===== config.mk =====
export PLATFORM = sky130hd
export DESIGN_NAME = program_sequencer
export DESIGN_NICKNAME = d
export VERILOG_FILES = /design/src/rtl/program_sequencer.sv
export SDC_FILE = /design/constraint.sdc
export NUM_CORES = 1
export LEC_CHECK = 0
export BUFFER_PORTS_ARGS = -buffer_cell sky130_fd_sc_hd__buf_2
export CORE_ASPECT_RATIO = 1.2
export CORE_MARGIN = 2
export CORE_UTILIZATION = 35
export DETAILED_ROUTE_END_ITERATION = 8
export PLACE_DENSITY = 0.57
export SLEW_MARGIN = 15
export SYNTH_ARGS = -nofsm -noshare
export SYNTH_HDL_FRONTEND = slang
export SYNTH_SLANG_ARGS = --single-unit

===== constraint.sdc =====
create_clock -name i_clk -period 6.7 [get_ports i_clk]
set_input_delay 0.67 -clock i_clk [delete_from_list [all_inputs] [get_ports i_clk]]
set_output_delay 0.67 -clock i_clk [all_outputs]
set_load 0.03 [all_outputs]

===== src/rtl/program_sequencer.sv =====
// program_sequencer
//   Small instruction sequencer. A 3-bit program is loaded into an internal
//   memory while the sequencer is not executing. An i_run request issues the
//   instructions mem[0] .. mem[last_addr] one at a time to an external core.
//   Each instruction is presented with a one-cycle o_start pulse. The
//   sequencer then waits for the core's completion pulse before it issues the
//   next one. A core that stays silent for TIMEOUT wait cycles drives the
//   sequencer into an error state.
//
// Ports
//   i_clk, i_rst        clock and synchronous active-high reset
//   i_load_en/_addr/_instr  program-memory write port (ignored while busy)
//   i_run, i_last_addr  start request and index of the final instruction
//   i_con_pcincr        core completion pulse
//   o_data_instruction  instruction presented to the core (registered)
//   o_start             one-cycle issue pulse
//   o_pc                current program counter
//   o_busy/o_halt/o_error  status decoded from the state register
module program_sequencer #(
  parameter int ADDR_W  = 4,
  parameter int TIMEOUT = 15
) (
  input  logic              i_clk,
  input  logic              i_rst,
  input  logic              i_load_en,
  input  logic [ADDR_W-1:0] i_load_addr,
  input  logic [2:0]        i_load_instr,
  input  logic              i_run,
  input  logic [ADDR_W-1:0] i_last_addr,
  input  logic              i_con_pcincr,
  output logic [2:0]        o_data_instruction,
  output logic              o_start,
  output logic [ADDR_W-1:0] o_pc,
  output logic              o_busy,
  output logic              o_halt,
  output logic              o_error
);

  localparam int DEPTH = 1 << ADDR_W;
  localparam int TMR_W = $clog2(TIMEOUT + 1);

  typedef enum logic [2:0] {
    S_IDLE,
    S_ISSUE,
    S_WAIT,
    S_DONE,
    S_ERROR
  } state_t;

  state_t            state_q, state_d;
  logic [ADDR_W-1:0] pc_q, pc_d;
  logic [ADDR_W-1:0] last_q, last_d;
  logic [TMR_W-1:0]  timer_q, timer_d;
  logic [2:0]        instr_q;

  logic [2:0]        mem [DEPTH];
  logic              wr_en;
  logic              rd_en;
  logic              rd_bypass;

  always_comb begin
    state_d   = state_q;
    pc_d      = pc_q;
    last_d    = last_q;
    timer_d   = timer_q;
    rd_en     = 1'b0;
    // The program can only be changed while the sequencer is not executing.
    wr_en     = i_load_en && (state_q inside {S_IDLE, S_DONE, S_ERROR});

    case (state_q)
      S_IDLE, S_DONE, S_ERROR: begin
        if (i_run) begin
          state_d = S_ISSUE;
          pc_d    = '0;
          last_d  = i_last_addr;
          rd_en   = 1'b1;
        end
      end
      S_ISSUE: begin
        state_d = S_WAIT;
        timer_d = '0;
      end
      S_WAIT: begin
        // A completion on the final wait cycle takes priority over the timeout.
        if (i_con_pcincr) begin
          if (pc_q == last_q) begin
            state_d = S_DONE;
          end else begin
            state_d = S_ISSUE;
            pc_d    = pc_q + 1'b1;
            rd_en   = 1'b1;
          end
        end else if (timer_q == TMR_W'(TIMEOUT - 1)) begin
          // This is the TIMEOUT-th silent wait cycle.
          state_d = S_ERROR;
        end else begin
          timer_d = timer_q + 1'b1;
        end
      end
      default: state_d = S_IDLE;
    endcase

    // A write and a run in the same cycle: the fetch sees the new word.
    rd_bypass = wr_en && (i_load_addr == pc_d);
  end

  always_ff @(posedge i_clk) begin
    if (i_rst) begin
      state_q <= S_IDLE;
      pc_q    <= '0;
      last_q  <= '0;
      timer_q <= '0;
    end else begin
      state_q <= state_d;
      pc_q    <= pc_d;
      last_q  <= last_d;
      timer_q <= timer_d;
    end
  end

  // Program memory has no reset so that the program survives i_rst.
  always_ff @(posedge i_clk) begin
    if (wr_en) begin
      mem[i_load_addr] <= i_load_instr;
    end
  end

  // Registered read. The word is fetched only when an instruction is about to
  // be issued, so it stays stable through WAIT, DONE and ERROR.
  always_ff @(posedge i_clk) begin
    if (i_rst) begin
      instr_q <= '0;
    end else if (rd_en) begin
      instr_q <= rd_bypass ? i_load_instr : mem[pc_d];
    end
  end

  assign o_data_instruction = instr_q;
  assign o_pc               = pc_q;
  assign o_start            = (state_q == S_ISSUE);
  assign o_busy             = (state_q == S_ISSUE) || (state_q == S_WAIT);
  assign o_halt             = (state_q == S_DONE);
  assign o_error            = (state_q == S_ERROR);

endmodule


==> qor_table.md <==
| Parameter | Reported |
|:---|:---|
| Area enclosed by the die boundary | 9760 um^2 |
| RSZ-0062 raised after global routing | false |
| Antenna Violating Nets Remaining | 0 |
| Total nets after synthesis | 296 |
| Slew Viols, Final | 0 |
| Number of nets in the finished design | 319 |
| Element type at the critical path start | register |
| WL per Instance | 16.5 um |
| Count of H-tree levels built during CTS | 3 |
| Number of detailed-route iterations in the first pass | 4 |
| Crit path required time | 6.93 ns |
| Final clock skew | 0.00780 ns |
| CTS Root Cell | clkbuf_8 |
| Final-report setup violation count | 0 |
| Number of instances in the synthesized netlist | 277 |
| Peak supply drop | 89.3 uV |
| Net Sw Power | 0.318 mW |
| Crit Reg-Reg Endpoint | o_data_instruction[0] |
| WHS | 0.479 ns |
| Power share of the clock group | 31.2% |
| Vertical extent of the die | 108 um |
| Syn Std Cell Area | 3140 um^2 |
| Sum of negative setup slack | 0 ns |
| RR Startpoint | o_pc[0] |
| Result of the run | finished clean |
| Net switching fraction of the power | 31.0% |
| Number of stages on the worst hold path | 1 |
| Fraction of final layout cells with drive strength greater than 1 | 17.7% |
| Sequential element share of the synthesized area | 57.3% |
| Diodes inserted | 0 |
| Detailed placement HPWL | 4.89 mm |
| Compound-gate portion of the synthesized area | 12.7% |
| Library cells used by synthesis | 57 |
| Adder-cell share of the synthesized area | 1.19% |
| Portion of total power attributed to sequential cells | 47.2% |
| Overall Global Routing Usage | 14.9% |
| Number of buffers on the longest clock path | 2 |
| Endpoint type of the worst setup path | register |
| Kind of path behind the tightest hold check | register to register |
| Setup slack, reg-to-reg | 3.11 ns |
| CTS Hold Bufs | 0 |
| TritonCTS Buffers | 9 |
| Proportion of synthesized flip-flops having asynchronous set or reset | 0% |
| Iteration-0 DRC Markers | 163 |
| Worst-Skew Late Latency | 0.33 ns |
| Final RePlAce weighted congestion | 0.779 |
| Post-Synthesis Mean Instance Area | 11.3 um^2 |
| Mux share of post-synthesis cell area | 6.61% |
| Starting utilization of the core area | 36.3% |
| Count of standard-cell rows | 37 |
| Power per unit of standard cell area | 290 nW/um^2 |
| Vias post-DR | 2202 |
| Tcrit/Tclk final | 53.6% |
| TritonCTS clock tree | built |
| Primary FF master, synth | edfxtp_1 |
| # IOs | 27 |
| Share of power burned in combinational logic | 21.6% |
| Placement Setup Slack | 2.83 ns |
| Final routed wirelength across all metal layers | 6.98 mm |
| Max Clock Freq | 279 MHz |
| Leakage Power | 1.28 nW |
| Final critical-path required period | 3.59 ns |
| Largest driver fanout on the critical path | 14 |
| Largest net degree at the start of global routing | 22 |
| GRT Residual Overflow | 0 |
| Hold worst-path end | timer_q[3] |
| Port Buffer Count | 26 |
| Post-CTS setup buffer count | 0 |
| Basic-gate share of the synthesized area counting and, or, nand and nor cells | 16.2% |
| Width of the chip | 90.5 um |
| Post-route DRC | 0 |
| Internal | 0.709 mW |
| Yosys reg bits | 66 |
| Num Clock Sinks | 66 |
| Main combinational cell family by area after synthesis | simple AND/OR/NAND/NOR gates |
| Number of global-route vias before repair | 2184 |
| Number of max-cap violations | 0 |
| Core Region | 8660 um^2 |
| Startpoint of the tightest hold check path | timer_q[3] |
| First-pass GRT wire length | 11.1 mm |
| Final worst slack | 3.11 ns |
| Synth-to-layout area growth | 12.7% |
| Clock-pin slew of the registers on the worst-case setup and hold paths | 0.07 ns |
| Count of instances resized after the clock tree is built | 0 |
| Transition time at the pin with the least slew margin | 0.790 ns |
| Max transition margin | 47.1% |
| Crit path DAT | 3.82 ns |
| Initial antenna violation count | 0 |
| Synthesized-area fraction occupied by xor and xnor cells | 2.51% |
| Number of hold-slack violations in the final timing report | 0 |
| Number of warnings issued by yosys | 0 |
| Post-synth EDFFs | 48 |
| Setup Crit Path Kind | register to register |
| Cell count of the worst reg-to-reg path | 8 |
| Average vias per placed instance | 5.22 |
logic make-up (layout without fill, tap and decap cells):
family / count (synthesis) / after routing
muxes: 20 / 20
and+or+nand+nor: 107 / 107
AOI/OAI and AO/OA: 53 / 53
buffers and inverters: 19 / 47
adders and majority gates: 3 / 3
xor gates and xnor gates: 9 / 9
DFF: 66 / 66
through the flow:
stage	util, %	instance area (um^2)	cells	total power [mW]
after floorplan	-	3140	277	0.655
after global placement	38.5	3330	406	0.710
after detailed placement	38.5	3330	406	0.713
after CTS	40.6	3520	422	1.04
after global routing	40.9	3540	422	1.08
final	40.9	3540	422	1.03
per-layer routing:
metal | vias up | track usage, % | part of all wire [%]
met5 | - | 0 | 0
met4 | 0 | 6.26 | 1.5
met3 | 10 | 3.36 | 4.4
met2 | 54 | 26.0 | 49
met1 | 1054 | 17.6 | 45
li1 | 1084 | - | -
registers in the layout (all words and copies together), names as in the netlist:
register / count
mem: 48
last_q: 4
o_data_instruction: 3
timer_q: 4
o_pc: 4
state_q: 3
cell usage after synthesis, types with 2 or more instances:
library cell	instances	area [um^2]
o21ai_0	5	25.0
xor2_1	6	52.6
buf_1	2	7.51
o22ai_1	3	18.8
dfxtp_1	18	360
buf_4	2	15.0
nand2b_1	3	18.8
a2111oi_0	2	17.5
edfxtp_1	48	1440
a32oi_1	3	26.3
clkbuf_1	2	7.51
a21oi_1	10	50.1
and2_1	5	31.3
ha_1	3	37.5
mux2_2	2	22.5
nor2_1	38	143
a21o_1	2	15.0
o21a_1	2	15.0
a211oi_2	2	25.0
nand2_1	27	101
buf_2	6	30.0
inv_1	5	18.8
nand3_1	8	40.0
a31oi_1	3	18.8
or3b_2	3	26.3
nor3_1	11	55.1
xnor2_1	3	26.3
a22oi_1	7	52.6
mux2i_1	17	170
nor3b_1	2	15.0
critical path: stages (launching register included):
cell,delay (ns)
dfxtp_1,0.62
xor2_1,0.21
o41ai_4,0.80
and2_1,0.51
a21oi_1,0.24
a2111oi_0,0.63
a311o_1,0.21
o211ai_1,0.08
o21ba_1,0.17
power groups by stage:
stage                     sequential, mW  clock [mW]  combinational, mW
after global routing               0.489       0.348              0.244
final                              0.485       0.320              0.222
after global placement             0.493           0              0.217
after floorplan                    0.495           0              0.160
after detailed placement           0.494           0              0.219
after CTS                          0.485       0.332              0.220
cells in the final DEF (no fill, tap or decap), drive strengths merged, types with 2 or more instances in the layout:
master and instances:
or3b 4, a31oi 3, nor3b 2, ha 3, nand2b 3, o22ai 3
inv 6, nor3 11, clkbuf 11, mux2i 17, nand2 27, o311ai 2
a2111oi 2, xor2 6, nand3 8, mux2 3, o21a 2, xnor2 3
dfxtp 18, clkinv 3, o21ai 6, a32oi 3, a22oi 7, a21o 2
nor2 38, and2 5, a211oi 3, a21oi 10, edfxtp 48, buf 26
cell type report:
| class | count | area [um^2] |
|---|---|---|
| fill | 840 | 5120 |
| sequential | 66 | 1800 |
| multi-input combinational | 192 | 1260 |
| tap | 117 | 146 |
| clock buffer | 11 | 131 |
| timing repair buffer | 26 | 130 |
| clock inverter | 5 | 53.8 |
| inverter | 5 | 18.8 |
worst max-delay path by stage:
stage                     startpoint                     to  slack, ns  cells past startpoint
after global placement       o_pc[0]  o_data_instruction[0]       2.98                      8
after global routing         o_pc[0]  o_data_instruction[0]       2.85                      8
after detailed placement     o_pc[0]  o_data_instruction[0]       2.83                      8
after CTS                    o_pc[0]  o_data_instruction[0]       2.82                      8
final                        o_pc[0]  o_data_instruction[0]       3.11                      8
after floorplan              o_pc[1]  o_data_instruction[0]       4.08                     11
No activity file was read; power rests on OpenSTA's default activity.
